**src/rtl/sync_fifo_push_arbiter.sv**
```systemverilog
// Round-robin arbiter sharing one sync_fifo write port between N_REQ valid/ready requesters.
// Define FIFO_PUSH_ARB_BURST_LOCK_EN to keep multi-beat packets contiguous (bounded by MAX_BURST).
module sync_fifo_push_arbiter #(
    parameter int unsigned N_REQ     = 4,
    parameter int unsigned WIDTH     = 32,
    parameter int unsigned MAX_BURST = 8,
    parameter int unsigned W_BURST   = $clog2(MAX_BURST + 1)
) (
    input  logic                   clk,
    input  logic                   rst_n,
    input  logic [N_REQ-1:0]       req_i,
    input  logic [N_REQ*WIDTH-1:0] req_data_i,
    input  logic [N_REQ-1:0]       req_last_i,
    output logic [N_REQ-1:0]       req_ready_o,
    input  logic                   flush_i,
    output logic [N_REQ-1:0]       grant_o,
    output logic                   locked_o,
    output logic [WIDTH-1:0]       fifo_wdata_o,
    output logic                   fifo_wen_o,
    input  logic                   fifo_full_i
);

    localparam logic [N_REQ-1:0] PtrRst = N_REQ'(1);

    function automatic logic [N_REQ-1:0] rotl(input logic [N_REQ-1:0] x);
        return (x << 1) | (x >> (N_REQ - 1));
    endfunction

    function automatic logic [N_REQ-1:0] lowest(input logic [N_REQ-1:0] x);
        return x & (~x + N_REQ'(1));
    endfunction

    logic [N_REQ-1:0] ptr_q, ptr_d;
    logic [N_REQ-1:0] upper, grant_idle, grant;

    // Requests at or above ptr win; otherwise wrap around to the lowest request.
    assign upper      = req_i & ~(ptr_q - N_REQ'(1));
    assign grant_idle = (|upper) ? lowest(upper) : lowest(req_i);

    assign grant_o     = grant;
    assign req_ready_o = grant & {N_REQ{!fifo_full_i && !flush_i}};
    assign fifo_wen_o  = |(req_i & req_ready_o);

    always_comb begin
        fifo_wdata_o = '0;
        for (int i = 0; i < N_REQ; i++) begin
            if (grant[i]) fifo_wdata_o |= req_data_i[i*WIDTH +: WIDTH];
        end
    end

`ifdef FIFO_PUSH_ARB_BURST_LOCK_EN
    typedef enum logic [0:0] {StIdle, StLocked} state_e;

    state_e             st_q, st_d;
    logic [N_REQ-1:0]   owner_q, owner_d;
    logic [W_BURST-1:0] cnt_q, cnt_d;

    // Outputs are forced quiet while reset is asserted, independent of req_i.
    assign grant    = !rst_n ? '0 : (st_q == StLocked) ? owner_q : grant_idle;
    assign locked_o = (st_q == StLocked);

    always_comb begin
        st_d    = st_q;
        owner_d = owner_q;
        cnt_d   = cnt_q;
        ptr_d   = ptr_q;
        if (flush_i) begin
            st_d    = StIdle;
            owner_d = '0;
            cnt_d   = '0;
            ptr_d   = PtrRst;
        end else if (fifo_wen_o) begin
            if (st_q == StIdle) begin
                if ((|(req_last_i & grant)) || (MAX_BURST == 1)) begin
                    ptr_d = rotl(grant);
                end else begin
                    st_d    = StLocked;
                    owner_d = grant;
                    cnt_d   = W_BURST'(1);
                end
            end else if ((|(req_last_i & owner_q)) || (cnt_q == W_BURST'(MAX_BURST - 1))) begin
                st_d  = StIdle;
                cnt_d = '0;
                ptr_d = rotl(owner_q);
            end else begin
                cnt_d = cnt_q + W_BURST'(1);
            end
        end
    end

    always_ff @(posedge clk or negedge rst_n) begin
        if (!rst_n) begin
            st_q    <= StIdle;
            owner_q <= '0;
            cnt_q   <= '0;
            ptr_q   <= PtrRst;
        end else begin
            st_q    <= st_d;
            owner_q <= owner_d;
            cnt_q   <= cnt_d;
            ptr_q   <= ptr_d;
        end
    end

`ifdef FORMAL
    a_cnt_bound: assert property (@(posedge clk) disable iff (!rst_n)
        cnt_q < W_BURST'(MAX_BURST));
`endif
`else
    logic unused_last;
    logic unused_cfg;
    assign unused_last = ^req_last_i;
    assign unused_cfg  = ^W_BURST'(MAX_BURST);

    assign grant    = !rst_n ? '0 : grant_idle;
    assign locked_o = 1'b0;

    always_comb begin
        ptr_d = ptr_q;
        if (flush_i)         ptr_d = PtrRst;
        else if (fifo_wen_o) ptr_d = rotl(grant);
    end

    always_ff @(posedge clk or negedge rst_n) begin
        if (!rst_n) ptr_q <= PtrRst;
        else        ptr_q <= ptr_d;
    end
`endif

`ifdef FORMAL
    a_grant_onehot: assert property (@(posedge clk) disable iff (!rst_n) $onehot0(grant_o));
    a_no_push_full: assert property (@(posedge clk) disable iff (!rst_n)
        fifo_full_i |-> !fifo_wen_o);
    for (genvar i = 0; i < N_REQ; i++) begin : g_hold
        a_req_hold: assert property (@(posedge clk) disable iff (!rst_n)
            (req_i[i] && !req_ready_o[i]) |=>
            (req_i[i] && $stable(req_data_i[i*WIDTH +: WIDTH])));
    end
`endif

endmodule
```
**config.mk**
```make
export PLATFORM = sky130hd
export DESIGN_NAME = sync_fifo_push_arbiter
export DESIGN_NICKNAME = d
export VERILOG_FILES = /design/src/rtl/sync_fifo_push_arbiter.sv
export SDC_FILE = /design/constraint.sdc
export NUM_CORES = 1
export LEC_CHECK = 0
export CORE_MARGIN = 2
export CORE_UTILIZATION = 22
export DETAILED_ROUTE_END_ITERATION = 6
export GPL_TIMING_DRIVEN = 1
export PLACE_DENSITY = 0.81
export SYNTH_ARGS = -nofsm -noshare
export SYNTH_HDL_FRONTEND = slang
export SYNTH_SLANG_ARGS = --single-unit
```
**constraint.sdc**
```tcl
create_clock -name clk -period 4.06 [get_ports clk]
set_input_delay 1.218 -clock clk [delete_from_list [all_inputs] [get_ports clk]]
set_output_delay 1.218 -clock clk [all_outputs]
set_load 0.03 [all_outputs]
```
# == After elaboration in Yosys (flattened, before gate mapping) ==
# Index checks and enable logic that the tools add are counted.
# word_totals
output_inout_bits,42
in_bits,140
word_cells,30
register_bits,4
# classes
addsub,3
muxes,8
bitwise,12
n_reduce_logical,6
# op_table
cell,n
2-to-1 mux 32 bit,4
OR 32 bit,3
AND 4 bit,5
2-to-1 mux 4 bit,4
NOT 4 bit,3
"adder 4 x 1 -> 4 bit, second input constant",2
OR reduction 4 bit,2
OR 4 x 1 -> 4 bit,1
"subtractor 4 x 1 -> 4 bit, second input constant",1
zero test 1 bit,2
nonzero test 2 bit,1
logical AND 1 bit,1

# == Longest topological paths before layout ==
# depth
word_depth,15
depth_mapped,9
mapped_depth_nobuf,7

# == Least setup slack after synthesis ==
# OpenSTA, ideal clock, no wires.
# synth_path
kind,in2out
start,input port req_i[1]
end,output port fifo_wdata_o[19]
required_ps,2842
arrival_ps,2956
path_buffers,1
slack_ps,-114
stages,6
cell_sequence,nor4b_1 -> a31oi_1 -> or3_1 -> clkinv_1 -> clkbuf_1 -> a221o_1
# synth_between
elab_cells_between_ends,17
cone_classes,2 x add/sub; 6 x mux; 8 x bitwise; 1 x reduce/logical
# synth_lines
element,line_no,rtl
"start, declared",11,"input logic [N_REQ-1:0] req_i,"
AND 4 bit,37,assign upper = req_i & ~(ptr_q - N_REQ'(1));
NOT 4 bit,30,return x & (~x + N_REQ'(1));
adder 4 x 1 -> 4 bit,30,
AND 4 bit,30,
2-to-1 mux 4 bit *,38,assign grant_idle = (|upper) ? lowest(upper) : lowest(req_i);
2-to-1 mux 4 bit *,115,assign grant = !rst_n ? '0 : grant_idle;
named net grant_o[3],16,"output logic [N_REQ-1:0] grant_o,"
2-to-1 mux 32 bit *,47,if (grant[i]) fifo_wdata_o |= req_data_i[i*WIDTH +: WIDTH];
"end, declared",18,"output logic [WIDTH-1:0] fifo_wdata_o,"
# Mark *: on every way through the listed nets, which the timed path passes. The rest lies on a longest branch.

# == Final worst setup path ==
# layout_path
start,input port req_i[0]
end,output port fifo_wdata_o[30]
# layout_between
elab_chain_cells,13
elab_cells_between_ends,17
cone_classes,2 x add/sub; 6 x mux; 8 x bitwise; 1 x reduce/logical
# layout_lines
element,line_no
AND 4 bit,37
NOT 4 bit,30
adder 4 x 1 -> 4 bit,30
AND 4 bit,30
2-to-1 mux 4 bit *,38
2-to-1 mux 4 bit *,115
2-to-1 mux 32 bit,47
OR 32 bit,47
2-to-1 mux 32 bit,47
OR 32 bit,47
2-to-1 mux 32 bit,47
OR 32 bit,47
2-to-1 mux 32 bit *,47
# Mark *: on every way between the ends. The rest lies on a longest branch, timed or not.

==> summary.md <==
| Metric | Value |
|---|---|
| Status | `finished clean` |
| Nets | `464` |
| CP Max Fanout | `7` |
| CP Launch Type | `input port` |
| Fin crit period | `4040 ps` |
| Drt first-iter violations | `50` |
| Total global routing overflow | `0` |
| Routed vias/inst | `5.26` |
| # fillers | `448` |
| Routed wire per std cell | `around 16 um` |
| Layout area overhead | `188%` |
| Worst Path Required | `2840 ps` |
| Total CTS buffers | `3` |
| Critical path depth in cells | `9` |
| Fin Setup TNS | `0 ps` |
| Worst Reg-to-Reg Cells | `8` |
| Final Wtd Congestion | `about 0.8` |
| Critical path type | `in -> out` |
| Largest regs | `ptr_q: 4 flops` |
| IR drop worst, VDD | `0.000129 V` |
| Die W | `75.6 um` |
| Global Route Usage Sum | `0.208` |
| Core area | `5040 um^2` |
| Residual DRC | `0` |
| Root Buffer | `clkbuf_8` |
| Ports | `182` |
| Initial antenna violation count | `0` |
| Leak | `1.37 nW` |
| Vias | `2061` |
| CTS H-tree depth | `1` |
| Critical Path Sink | `fifo_wdata_o[30]` |
| First-pass GRT wire length | `8970 um` |
| M2 GR Usage | `0.390` |
| Cell taking the most area after synthesis | `a221o_1` |
| Largest net degree at the start of global routing | `30` |
| Hold-fix buffer count after cts | `0` |
| Max_cap viols | `0` |
| Yosys Warn Count | `0` |
| Hold Fails Final Rpt | `0` |
| Clock sinks | `4` |
| Critical path's largest stage delay | `540 ps` |
| RSZ-0062 raised after global routing | `yes` |
| Drt pass-1 iters | `4` |
| Critical Path Sink Type | `primary output` |
| Worst-skew pair later-pin latency | `220 ps` |
| Starting Density | `0.224` |
| Final HPWL DP | `4780 um` |
| CTS tree | `done` |
| Syn Nets | `272` |
| PwrDens | `232 nW/um^2` |
| Finished Layout Cells | `392` |
| Slew Viols, Final | `0` |
| Final wirelength | `6460 um` |
| Clock transition at path regs | `roughly 40 ps` |
| GR Layer Usage met1 | `0.238` |
| Commonest non-fill, non-tap cell in the layout | `clkdlybuf4s50_1` |
| FF+latch count, synth | `4` |
| Top cell type's share of synthesized area | `0.293` |
| Met3 GRT Util | `0.0397` |
| Post-DRT Antenna Nets | `0` |
| Synth cell types | `38` |
| R2R Path End | `ptr_q[3]$_DFFE_PN0P_` |
| Worst EP arrival | `2820 ps` |
| Cell Chain, Critical Path | `buf_8 > or4bb_4 > o22ai_4 > buf_6 > buf_8 > buf_12 > a22o_1 > a221o_1 > buf_6` |
| Setup Skew | `7.70 ps` |
| Synth top area cells | `a221o_1 (29%), a22o_1 (25%), dfrtp_1 (6.7%)` |
| Setup crit start | `req_i[0]` |
| FMAX | `around 250 MHz` |
| Hold WC Path Type | `reg -> reg` |
| Total inserted antenna cells | `0` |
| # placed instances | `381` |
| Syn Area/Cell | `8.62 um^2` |
| Buffer and inverter count on the worst path | `5` |
| Die Y | `75.6 um` |
| Reg-to-reg startpoint | `ptr_q[0]$_DFFE_PN1P_` |
| Vias in the first global route | `1968` |
| Cell area after synthesis | `1130 um^2` |
| Setup-failing EPs final | `0` |
| CP top delay family | `buffers and inverters` |
| Slowest CP cell | `or4bb_4` |
| Layout cells sized above 1 | `0.267` |
| Die area | `5720 um^2` |
| Fin crit share | `0.995` |
| Max reg flops | `4` |
| Most frequent cells in the layout | `clkdlybuf4s50_1 (130), buf_4 (38), a221o_1 (33)` |
| Most flops, register | `ptr_q` |
| IO Port Bufs | `176` |
| Synth Instances | `131` |
| R2R Setup Slk | `1660 ps` |
| Global routing's busiest layer | `met2` |
| Clk buf depth | `2` |
| Seq/Total Area, Yosys | `0.0898` |
| Site row count | `26` |
==> Yosys cell counts, drive strengths merged <==
master / instances
a221o: 33
a22o: 32
buf: 9
clkbuf: 6
nand2: 6
inv: 5
dfrtp: 3
nand3: 3
o31ai: 3
or4: 3
a21oi: 2
and2: 2
nor2: 2
o21ai: 2
a31oi: 1
a32oi: 1
and3: 1
clkinv: 1
conb: 1
dfstp: 1
ha: 1
nand2b: 1
nand4: 1
nor3: 1
nor3b: 1
nor4b: 1
o211ai: 1
o22ai: 1
o311ai: 1
o31a: 1
o41ai: 1
or3: 1
or4bb: 1
xnor2: 1
==> stage by stage <==
step / hold WS, ps / utilization / power (mW) / setup WS [ps] / area (um^2)
final: 649 / 0.644 / 0.753 / 20.2 / 3250
after detailed placement: 654 / 0.592 / 0.609 / -346 / 2990
after global placement: 613 / 0.592 / 0.602 / -331 / 2990
after floorplan: 565 / - / 0.336 / 118 / 1130
after CTS: 660 / 0.641 / 0.753 / 1.10 / 3230
after global routing: 692 / 0.644 / 0.797 / -36.2 / 3250
==> what timing repair did <==
action                                 4_1_cts  5_1_grt
setup buffers                                4        1
gates resized for setup                     44       12
gates cloned                                 3        0
endpoints found under the hold margin        0        0
pin swaps                                    3        6
setup endpoints to repair                   38       28
==> worst min path at each step <==
| stage | start | to | slack, ps | depth (start not counted) |
|---|---|---|---|---|
| final | ptr_q[3]$_DFFE_PN0P_ | ptr_q[3]$_DFFE_PN0P_ | 650 | 2 |
| after global routing | ptr_q[3]$_DFFE_PN0P_ | ptr_q[3]$_DFFE_PN0P_ | 690 | 2 |
| after CTS | ptr_q[3]$_DFFE_PN0P_ | ptr_q[3]$_DFFE_PN0P_ | 660 | 2 |
| after detailed placement | ptr_q[3]$_DFFE_PN0P_ | ptr_q[3]$_DFFE_PN0P_ | 650 | 2 |
| after global placement | ptr_q[3]$_DFFE_PN0P_ | ptr_q[3]$_DFFE_PN0P_ | 610 | 2 |
| after floorplan | ptr_q[3]$_DFFE_PN0P_ | ptr_q[3]$_DFFE_PN0P_ | 570 | 2 |
==> power breakdown <==
group / leakage [nW] / switching, mW / internal (mW)
combinational: 1.30 / 0.281 / 0.334
clock: 0.0228 / 0.0213 / 0.0671
sequential: 0.0514 / 0.00402 / 0.0449
total: 1.37 / 0.306 / 0.446
==> cells by family after synthesis <==
group                      after synthesis  synth area share
DFF                                      4            0.0898
xor gates and xnor gates                 1           0.00776
adders and majority gates                1            0.0111
AOI/OAI and AO/OA                       79             0.654
buffers and inverters                   21            0.0998
and+or+nand+nor                         24             0.134
other                                    1           0.00332
==> worst min-delay path, stage by stage (launching register included) <==
cell	delay (ps)
dfrtp_1	400
nand2b_1	90
o211ai_1	100
==> area by class of cell <==
type	instances	area (um^2)	share of cell area
timing repair buffer	202	2040	0.628
clock buffer	4	45.0	0.0139
tap	70	87.6	0.0270
multi-input combinational	106	951	0.293
inverter	6	22.5	0.00693
sequential	4	101	0.0312
==> layer usage <==
metal | vias up | routed length (um)
met3 | 8 | 497
li1 | 965 | -
met2 | 115 | 3400
met5 | - | 0
met4 | 0 | 90
met1 | 973 | 2480
Power figures use the tool's default switching activity.
